--- src/rtl/mcu_encode_scheduler.sv ---
// rtl/mcu_encode_scheduler.sv - MCU block sequencer feeding zig-zag coefficients to huffman_encoder
`timescale 1ns/1ps

module mcu_encode_scheduler #(
  parameter int MCU_PER_FRAME = 1200,
  parameter int SAMPLING      = 0,
  parameter int MIN_GAP       = 48
) (
  input  logic               sys_clk,
  input  logic               sys_rst,
  input  logic               frame_start,
  input  logic               blk_ready,
  output logic               blk_rd_en,
  output logic        [5:0]  blk_rd_addr,
  input  logic signed [11:0] blk_rd_data,
  output logic               blk_release,
  input  logic               enc_idle,
  output logic signed [11:0] ZigZag_data,
  output logic               start_encoder,
  output logic        [1:0]  data_state,
  output logic               dc_clr,
  output logic               busy,
  output logic               frame_done,
  output logic        [15:0] mcu_idx
);

  // Blocks per MCU: 4:2:0 -> 6, 4:2:2 -> 4, 4:4:4 -> 3; the last two are always Cb, Cr.
  localparam int NBLK = (SAMPLING == 0) ? 6 : (SAMPLING == 1) ? 4 : 3;
  localparam int NY   = NBLK - 2;
  localparam logic [2:0]  LAST_BLK = 3'(NBLK - 1);
  localparam logic [15:0] LAST_MCU = 16'(MCU_PER_FRAME - 1);
  // Leaving GAP at this count puts the next first coefficient MIN_GAP+2 cycles after
  // the last one: the exit cycle, one WAIT_BLK cycle, the address cycle, the register stage.
  localparam logic [15:0] GAP_EXIT = (MIN_GAP > 3) ? 16'(MIN_GAP - 2) : 16'd1;

  typedef enum logic [1:0] {S_IDLE, S_WAIT_BLK, S_READ, S_GAP} state_t;

  state_t              r_state;
  logic                r_rd_en;
  logic         [5:0]  r_rd_addr;
  logic                r_vld;
  logic signed  [11:0] r_zz;
  logic                r_se;
  logic         [1:0]  r_ds;
  logic                r_rel;
  logic                r_dcc;
  logic                r_busy;
  logic                r_fd;
  logic         [15:0] r_mcu;
  logic         [2:0]  r_blk;
  logic         [15:0] r_gap;

  logic [1:0] w_comp;
  logic       w_last_coef;
  logic       w_gap_done;

  // Component code for the block about to be read.
  always_comb begin
    w_comp = 2'd3;
    if (r_blk < 3'(NY)) begin
      w_comp = 2'd1;
    end else if (r_blk == 3'(NY)) begin
      w_comp = 2'd2;
    end
  end

  // Last coefficient is on the bus when the stage is full but nothing follows it.
  assign w_last_coef = r_se & ~r_vld;
  assign w_gap_done  = (r_gap >= GAP_EXIT) & enc_idle;

  // Register stage: buffer data valid one cycle after the read strobe is passed to the encoder.
  always_ff @(posedge sys_clk or posedge sys_rst) begin
    if (sys_rst) begin
      r_vld <= 1'b0;
      r_zz  <= '0;
      r_se  <= 1'b0;
    end else begin
      r_vld <= r_rd_en;
      r_se  <= r_vld;
      r_zz  <= r_vld ? blk_rd_data : 12'sd0;
    end
  end

  // Block/MCU sequencing FSM with registered strobes and status.
  always_ff @(posedge sys_clk or posedge sys_rst) begin
    if (sys_rst) begin
      r_state   <= S_IDLE;
      r_rd_en   <= 1'b0;
      r_rd_addr <= '0;
      r_ds      <= '0;
      r_rel     <= 1'b0;
      r_dcc     <= 1'b0;
      r_busy    <= 1'b0;
      r_fd      <= 1'b0;
      r_mcu     <= '0;
      r_blk     <= '0;
      r_gap     <= '0;
    end else begin
      r_dcc <= 1'b0;
      r_rel <= 1'b0;
      r_fd  <= 1'b0;
      case (r_state)
        S_IDLE: begin
          // A start coinciding with frame_done belongs to the frame just finished.
          if (frame_start && !r_fd) begin
            r_dcc   <= 1'b1;
            r_busy  <= 1'b1;
            r_mcu   <= '0;
            r_blk   <= '0;
            r_state <= S_WAIT_BLK;
          end
        end
        S_WAIT_BLK: begin
          if (blk_ready && enc_idle) begin
            r_rd_en   <= 1'b1;
            r_rd_addr <= '0;
            r_state   <= S_READ;
          end
        end
        S_READ: begin
          if (r_rd_en) begin
            if (r_rd_addr == 6'd0) begin
              r_ds <= w_comp;
            end
            if (r_rd_addr == 6'd63) begin
              r_rd_en   <= 1'b0;
              r_rd_addr <= '0;
            end else begin
              r_rd_addr <= r_rd_addr + 6'd1;
            end
          end
          if (w_last_coef) begin
            r_rel   <= 1'b1;
            r_ds    <= '0;
            r_gap   <= 16'd1;
            r_state <= S_GAP;
          end
        end
        S_GAP: begin
          if (r_gap != 16'hFFFF) begin
            r_gap <= r_gap + 16'd1;
          end
          if (w_gap_done) begin
            if (r_blk != LAST_BLK) begin
              r_blk   <= r_blk + 3'd1;
              r_state <= S_WAIT_BLK;
            end else if (r_mcu != LAST_MCU) begin
              r_mcu   <= r_mcu + 16'd1;
              r_blk   <= '0;
              r_state <= S_WAIT_BLK;
            end else begin
              r_fd    <= 1'b1;
              r_busy  <= 1'b0;
              r_state <= S_IDLE;
            end
          end
        end
        default: r_state <= S_IDLE;
      endcase
    end
  end

  assign blk_rd_en     = r_rd_en;
  assign blk_rd_addr   = r_rd_addr;
  assign blk_release   = r_rel;
  assign ZigZag_data   = r_zz;
  assign start_encoder = r_se;
  assign data_state    = r_ds;
  assign dc_clr        = r_dcc;
  assign busy          = r_busy;
  assign frame_done    = r_fd;
  assign mcu_idx       = r_mcu;

endmodule
--- config.mk ---
export PLATFORM = sky130hd
export DESIGN_NAME = mcu_encode_scheduler
export DESIGN_NICKNAME = d
export VERILOG_FILES = /design/src/rtl/mcu_encode_scheduler.sv
export SDC_FILE = /design/constraint.sdc
export NUM_CORES = 1
export LEC_CHECK = 0
export CAP_MARGIN = 5
export CORE_MARGIN = 1
export CORE_UTILIZATION = 50
export CTS_BUF_LIST = sky130_fd_sc_hd__clkbuf_8
export CTS_CLUSTER_DIAMETER = 120
export CTS_CLUSTER_SIZE = 28
export DETAILED_ROUTE_END_ITERATION = 10
export PLACE_DENSITY_LB_ADDON = 0.05
export SLEW_MARGIN = 20
export SYNTH_ARGS = -nofsm -noshare
export SYNTH_HDL_FRONTEND = slang
export SYNTH_SLANG_ARGS = --single-unit
--- constraint.sdc ---
create_clock -name sys_clk -period 2.2 [get_ports sys_clk]
set_input_delay 0.22 -clock sys_clk [delete_from_list [all_inputs] [get_ports sys_clk]]
set_output_delay 0.22 -clock sys_clk [all_outputs]
set_load 0.05 [all_outputs]
# == Word level (Yosys, flattened, before mapping) ==
# Index checks and enable logic that the tools add are counted.
# classes
addsub,4
magnitude_cmp,2
n_eq_ne,18
n_mux,47
bitwise,3
reduce_logical,18
# ops
cell,n
$mux W16,6
$pmux W16 S2,2
$add A16 B1 Y16 const B,2
$mux W1,18
$mux W6,3
$ne A2 B2 Y1 const B,9
$ge A16 B6 Y1 const B,1
$mux W2,8
$ne A16 B11 Y1 const B,1
$ne A16 B16 Y1 const B,1
$mux W12,1
$mux W3,4
$pmux W6 S2,1
$reduce_and A5 Y1,2
$reduce_bool A2 Y1,5
$reduce_and A3 Y1,3
$pmux W2 S4,1
$reduce_and A4 Y1,2
$add A6 B1 Y6 const B,1
$eq A6 B6 Y1 const B,1
$logic_not A6 Y1,1
$ne A3 B3 Y1 const B,2
$pmux W3 S2,1
$eq A2 B2 Y1 const B,2
11 further kinds,14
# totals
ff_bits,64
inputBits,17
word_cells,106

# == Longest topological paths before layout ==
# logic_depth
depth_word,6
mapped_depth,10

# == Worst setup path before layout ==
# OpenSTA, ideal clock, no wires.
# synth_timing
kind,flip-flop to flip-flop
start,reg r_mcu[0] (netlist: mcu_idx[0])
end,reg r_mcu[6] (netlist: mcu_idx[6])
setup_time_ns,0.078
arrival_time_ns,2.176
slack_ns,-0.054
path_stages_with_launch,8
synth_period_minus_slack_ns,2.254
cell_sequence,dfrtp_1 > ha_1 > and4_1 > and4_1 > o21a_1 > buf_2 > or4_1 > a21oi_1
# synth_between
elab_chain_cells,5
word_cells_on_any_way,8
cone_classes,add/sub (1); eq/ne (2); mux (4); reduce/logical (1)
# synth_lines
item,line,source
start: declaration,49,logic [15:0] r_mcu;
start signal: assignment,148,r_mcu <= r_mcu + 16'd1;
$add A16 B1 Y16,148,
$mux W16,147,end else if (r_mcu != LAST_MCU) begin
$mux W16,144,if (r_blk != LAST_BLK) begin
$mux W16,143,if (w_gap_done) begin
$pmux W16 S2,102,case (r_state)
# Several ways; a longest one is shown, not always the timed one. The select of a mux whose other input is x is not followed.
# A chain may end at the register's enable or synchronous reset.

# == Worst setup path after layout ==
# layout_timing
start,reg r_state[0]
end,reg r_mcu[6] (netlist: mcu_idx[6])
# layout_between
elab_chain_cells,3
word_cells_on_any_way,9
cone_classes,eq/ne (5); mux (1); reduce/logical (3)
# layout_lines
item,line,source
start: declaration,38,state_t r_state;
start signal: assignment,87,r_state <= S_IDLE;
start signal: assignment,110,r_state <= S_WAIT_BLK;
start signal: assignment,117,r_state <= S_READ;
$eq A2 B2 Y1 / $logic_not A2 Y1 (equally long branches),102,
$ne A2 B2 Y1 (no line) / $reduce_bool A2 Y1 (equally long branches),--,
$reduce_and A5 Y1 (no line),--,
# Several ways; a longest one is shown, not always the timed one.

==> impl_summary.md <==
Status
The flow ran to the end, and the final reports show no timing, DRC or antenna violations.

Placed design
The congestion estimate from routability-driven global placement came to about 0.8. The instance area at placement is roughly 4400 µm². The count of input and output buffers is 58.

Detailed placement finished with a half-perimeter wire length of roughly 6000 µm.

CTS
The number of buffers created by CTS is 9. In this run the number of H-tree levels came out at 3. TritonCTS built the clock tree.

The library cell used as clock root buffer is clkbuf_8. The number of hold buffers added after cts is 0. Clock-pin slew was measured on the worst setup and hold paths at 0.08 ns. The tree built by TritonCTS fans out to between 60 and 70 sinks.

In this run the deepest clock path goes through 2 buffers. Clock latency on the worst-skew pair, taken at its later pin, is roughly 0.34 ns.

STA
Hold timing on the final database bottoms out at a slack of 0.201 ns. The final critical path takes up ~97% of the cycle. Between clock sinks in the finished design, the worst skew comes to between 0.008 and 0.009 ns. The number of failing hold endpoints at the final stage was 0.

Setup repair after global routing could not meet its margin everywhere. For the pin with the worst max-slew slack, the measured transition is about 0.51 ns. The headroom to the max-slew limit is roughly 66%. For the final routed database, the setup TNS stands at 0 ns. The max-slew violation total from the final report came to 0. The total of endpoints with negative setup slack in the final report is 0. Timing would allow up to 468 MHz.

Counting I/O delays and the setup requirement, the final critical path takes ~2.1 ns.

Power
The internal portion of the total power is 2.73 mW. For this design the static power due to leakage is 2.03 nW. The power per standard cell area is about 950 nW/µm².

The proportion of power drawn by flip-flops and latches is around 32%. The part of the power in the clock network is between 20 and 25%. The peak ir drop on the vdd network is roughly 860 µV.

For this design the total switching power over the nets is 1.80 mW. The switching power share of the total is approximately 40%. The share of total power in combinational logic is 43.5%.

Setup path
On the worst path, the slowest cell contributes a delay of 0.43 ns. The flop-to-flop setup slack is about 0.063 ns. The most common cell type on the critical path is buf_4.

Along the worst path, the maximum fanout reaches 4. The worst setup path category is reg2reg. The data arrival time of the critical path is 2.41 ns. The startpoint kind of the worst setup timing path is a flop. The critical path required time is roughly 2.5 ns. The critical path goes through inv_2, ha_4, nand3b_4, buf_4, a21oi_2, buf_4, nand3_1, or4_1, a21oi_1.

The critical path capture point type is a flop. On the critical path, the stage with the largest delay is an instance of dfrtp_1.

Global route
Global routing used about 26% of the available tracks across all layers. The number of global-route vias before repair is between 3,000 and 4,000. The pin count of the biggest net entering global routing is 44. The global-route congestion overflow total is 0. The first global-routing pass estimated 14,700 µm of wire.

The initial antenna violation count is 0.

Drt
The via density per instance is ~6. After the first detailed-routing iteration, the DRC count stood at 141. For this run, design rule violations remaining after detail routing come to 0. The total wire length is between 8000 and 9000 µm. In the final routed layout, each cell accounts on average for 16.0 µm. The first detailed-routing pass took 5 iterations. The routed via count is ~3,200. The post-detailed-route count of antenna-violating nets is 0.

Die
The number of placement rows is 29. The floorplan die area is between 7000 and 8000 µm². The floorplan step defined a core boundary enclosing around 6500 µm². The die is around 85 µm tall. The horizontal die dimension is 85.3 µm. The starting density of the core is between 50% and 60%. The top-level I/O count is a little under 60.

Finish
The repair_antennas step left the layout with diodes totalling 0. At the end of the flow, the number of nets in the layout was roughly 500. Relative to the synthesized area, the layout overhead comes to 37.1%. The most common library cell in the layout ignoring fill and taps is dfrtp_1. The top cell types in the final layout, fill and taps aside, are dfrtp_1, clkdlybuf4s50_1, buf_4. The final design instance area without fill is 4750 µm².

The share of post-route cells with drive strength above 1 is 19.3%.

Synthesis
Of the total synthesized cell area, the portion taken by AND, OR, NAND and NOR gates is between 20% and 30%. The count of yosys warnings during synthesis is 0. The area of the mapped netlist is between 3000 and 4000 µm². The synthesized netlist devotes around a fifth of its cell area to compound gates. The most common flop cell mapped by yosys is dfrtp_1.

The multiplexer share of the synthesized area is 2.38%. The net count of the mapped netlist is 392. Summing the sequential cell areas from Yosys gives 46.2% of the chip area. The cell count after synthesis is approximately 370. The synthesized netlist devotes 2.02% of its cell area to XOR and XNOR gates. The number of enable flip-flop cells after synthesis is 0. After synthesis, the largest family of logic cells by area is simple AND/OR/NAND/NOR gates. The synthesized netlist devotes around 3.2% of its cell area to adder and majority cells.

The count of state elements after synthesis is between 60 and 70. The average footprint of a synthesized cell is approximately 9.5 µm². For this run, asynchronously set or reset flops after synthesis account for 100%.

The number of distinct standard cells referenced by the synthesized netlist is 53.

Run
The reported max-cap violation count is 0.

Hold path
The worst min-delay path class is in2async.
==> cells by family (layout without fill, tap and decap cells) <==
logic type | Yosys count | in the layout
buffers and inverters | 31 | 136
multiplexers | 8 | 8
AND/OR/NAND/NOR | 148 | 148
AO/OA/AOI/OAI | 98 | 98
adder cells (fa/ha/maj) | 9 | 9
flip-flops | 64 | 64
XOR/XNOR | 8 | 8
==> power groups by stage <==
| stage | Combinational (mW) | Sequential [mW] | Clock [mW] |
|---|---|---|---|
| 2_1_floorplan | 0.943 | 1.66 | 0 |
| 3_3_place_gp | 1.73 | 1.45 | 0 |
| 3_5_place_dp | 1.76 | 1.46 | 0 |
| 4_1_cts | 1.79 | 1.44 | 1.13 |
| 5_1_grt | 2.16 | 1.47 | 1.19 |
| 6_report | 1.97 | 1.45 | 1.11 |
==> metrics by stage <==
step	utilization [%]	setup slack, ns	cells	power (mW)
2_1_floorplan	-	0.0480	366	2.60
3_3_place_gp	66.7	0.0565	522	3.18
3_5_place_dp	66.7	-0.0335	522	3.22
4_1_cts	70.5	0.00570	539	4.37
5_1_grt	72.8	-0.0536	548	4.82
6_report	72.8	0.0633	548	4.52
==> worst max-delay path, delay by kind of cell, from the launching register on <==
kind,cells,cell delay (ns)
simple gates,3,0.62
buf+inv,3,0.45
fa+ha+maj,1,0.18
flops,1,0.43
compound gates,2,0.40
==> repair_timing <==
action	in CTS	in global routing
setup endpoints to repair	1	22
setup buffers	1	9
pin swaps	1	9
gates resized for setup	3	22
==> area by class of cell <==
cell class	instances	area (µm²)
timing repair buffer	101	923
sequential	64	1600
inverter	19	71.3
multi-input combinational	271	1840
fill	469	1780
clock buffer	9	124
clock inverter	7	96.3
tap	77	96.3
==> Yosys cell counts, drive strengths merged, types with 2 or more instances <==
master | n | area share (%)
or3 | 5 | 0.90
nand2 | 33 | 3.6
and2 | 14 | 2.5
a32o | 3 | 0.87
a31oi | 2 | 0.36
a22o | 3 | 0.76
nor2 | 23 | 2.5
inv | 19 | 2.1
xnor2 | 8 | 2.0
a21boi | 3 | 0.65
a211oi | 4 | 0.87
a2111oi | 5 | 2.1
mux2i | 6 | 1.7
nand2b | 6 | 1.1
and3 | 7 | 1.3
nor2b | 3 | 0.54
nor4b | 5 | 1.3
or4 | 6 | 1.3
nand4 | 9 | 1.6
nor3 | 7 | 1.2
clkbuf | 9 | 0.97
a21oi | 20 | 2.9
o211ai | 5 | 1.1
mux2 | 2 | 0.65
and4 | 5 | 1.3
ha | 9 | 3.2
dfrtp | 64 | 46
o21a | 3 | 0.65
nand3 | 15 | 2.2
nor4 | 3 | 0.54
or2 | 3 | 0.54
o31ai | 13 | 2.8
buf | 3 | 0.43
o2111ai | 2 | 0.51
o21ai | 27 | 3.9
nand3b | 2 | 0.54
a21o | 3 | 0.65
==> registers in the layout, summed over array words and instances, names as in the netlist, 2 cells and up <==
name	count
r_blk	3
mcu_idx	16
blk_rd_addr	6
r_gap	16
data_state	2
ZigZag_data	12
r_state	2
==> per-layer routing <==
layer / vias to the layer above / GRT usage [%] / share of wire (%)
li1: 1549 / - / -
met1: 1534 / 33.7 / 44
met2: 111 / 41.6 / 49
met3: 15 / 7.20 / 5.0
met4: 0 / 7.12 / 1.5
met5: - / 0 / 0
==> path summary, 6_finish.rpt <==
path                                        start                       end  cells after the start
max reg2reg                r_state[0]$_DFFE_PP0P_    mcu_idx[6]$_DFFE_PP0P_                      9
min                                       sys_rst  ZigZag_data[5]$_DFF_PP0_                      2
max                        r_state[0]$_DFFE_PP0P_    mcu_idx[6]$_DFFE_PP0P_                      9
min reg2reg                      busy$_DFFE_PP0P_          busy$_DFFE_PP0P_                      1
min in group sys_clk               blk_rd_data[8]  ZigZag_data[8]$_DFF_PP0_                      2
max in group asynchronous                 sys_rst    mcu_idx[1]$_DFFE_PP0P_                      3
Note: power is estimated with default switching activity, not from simulation.
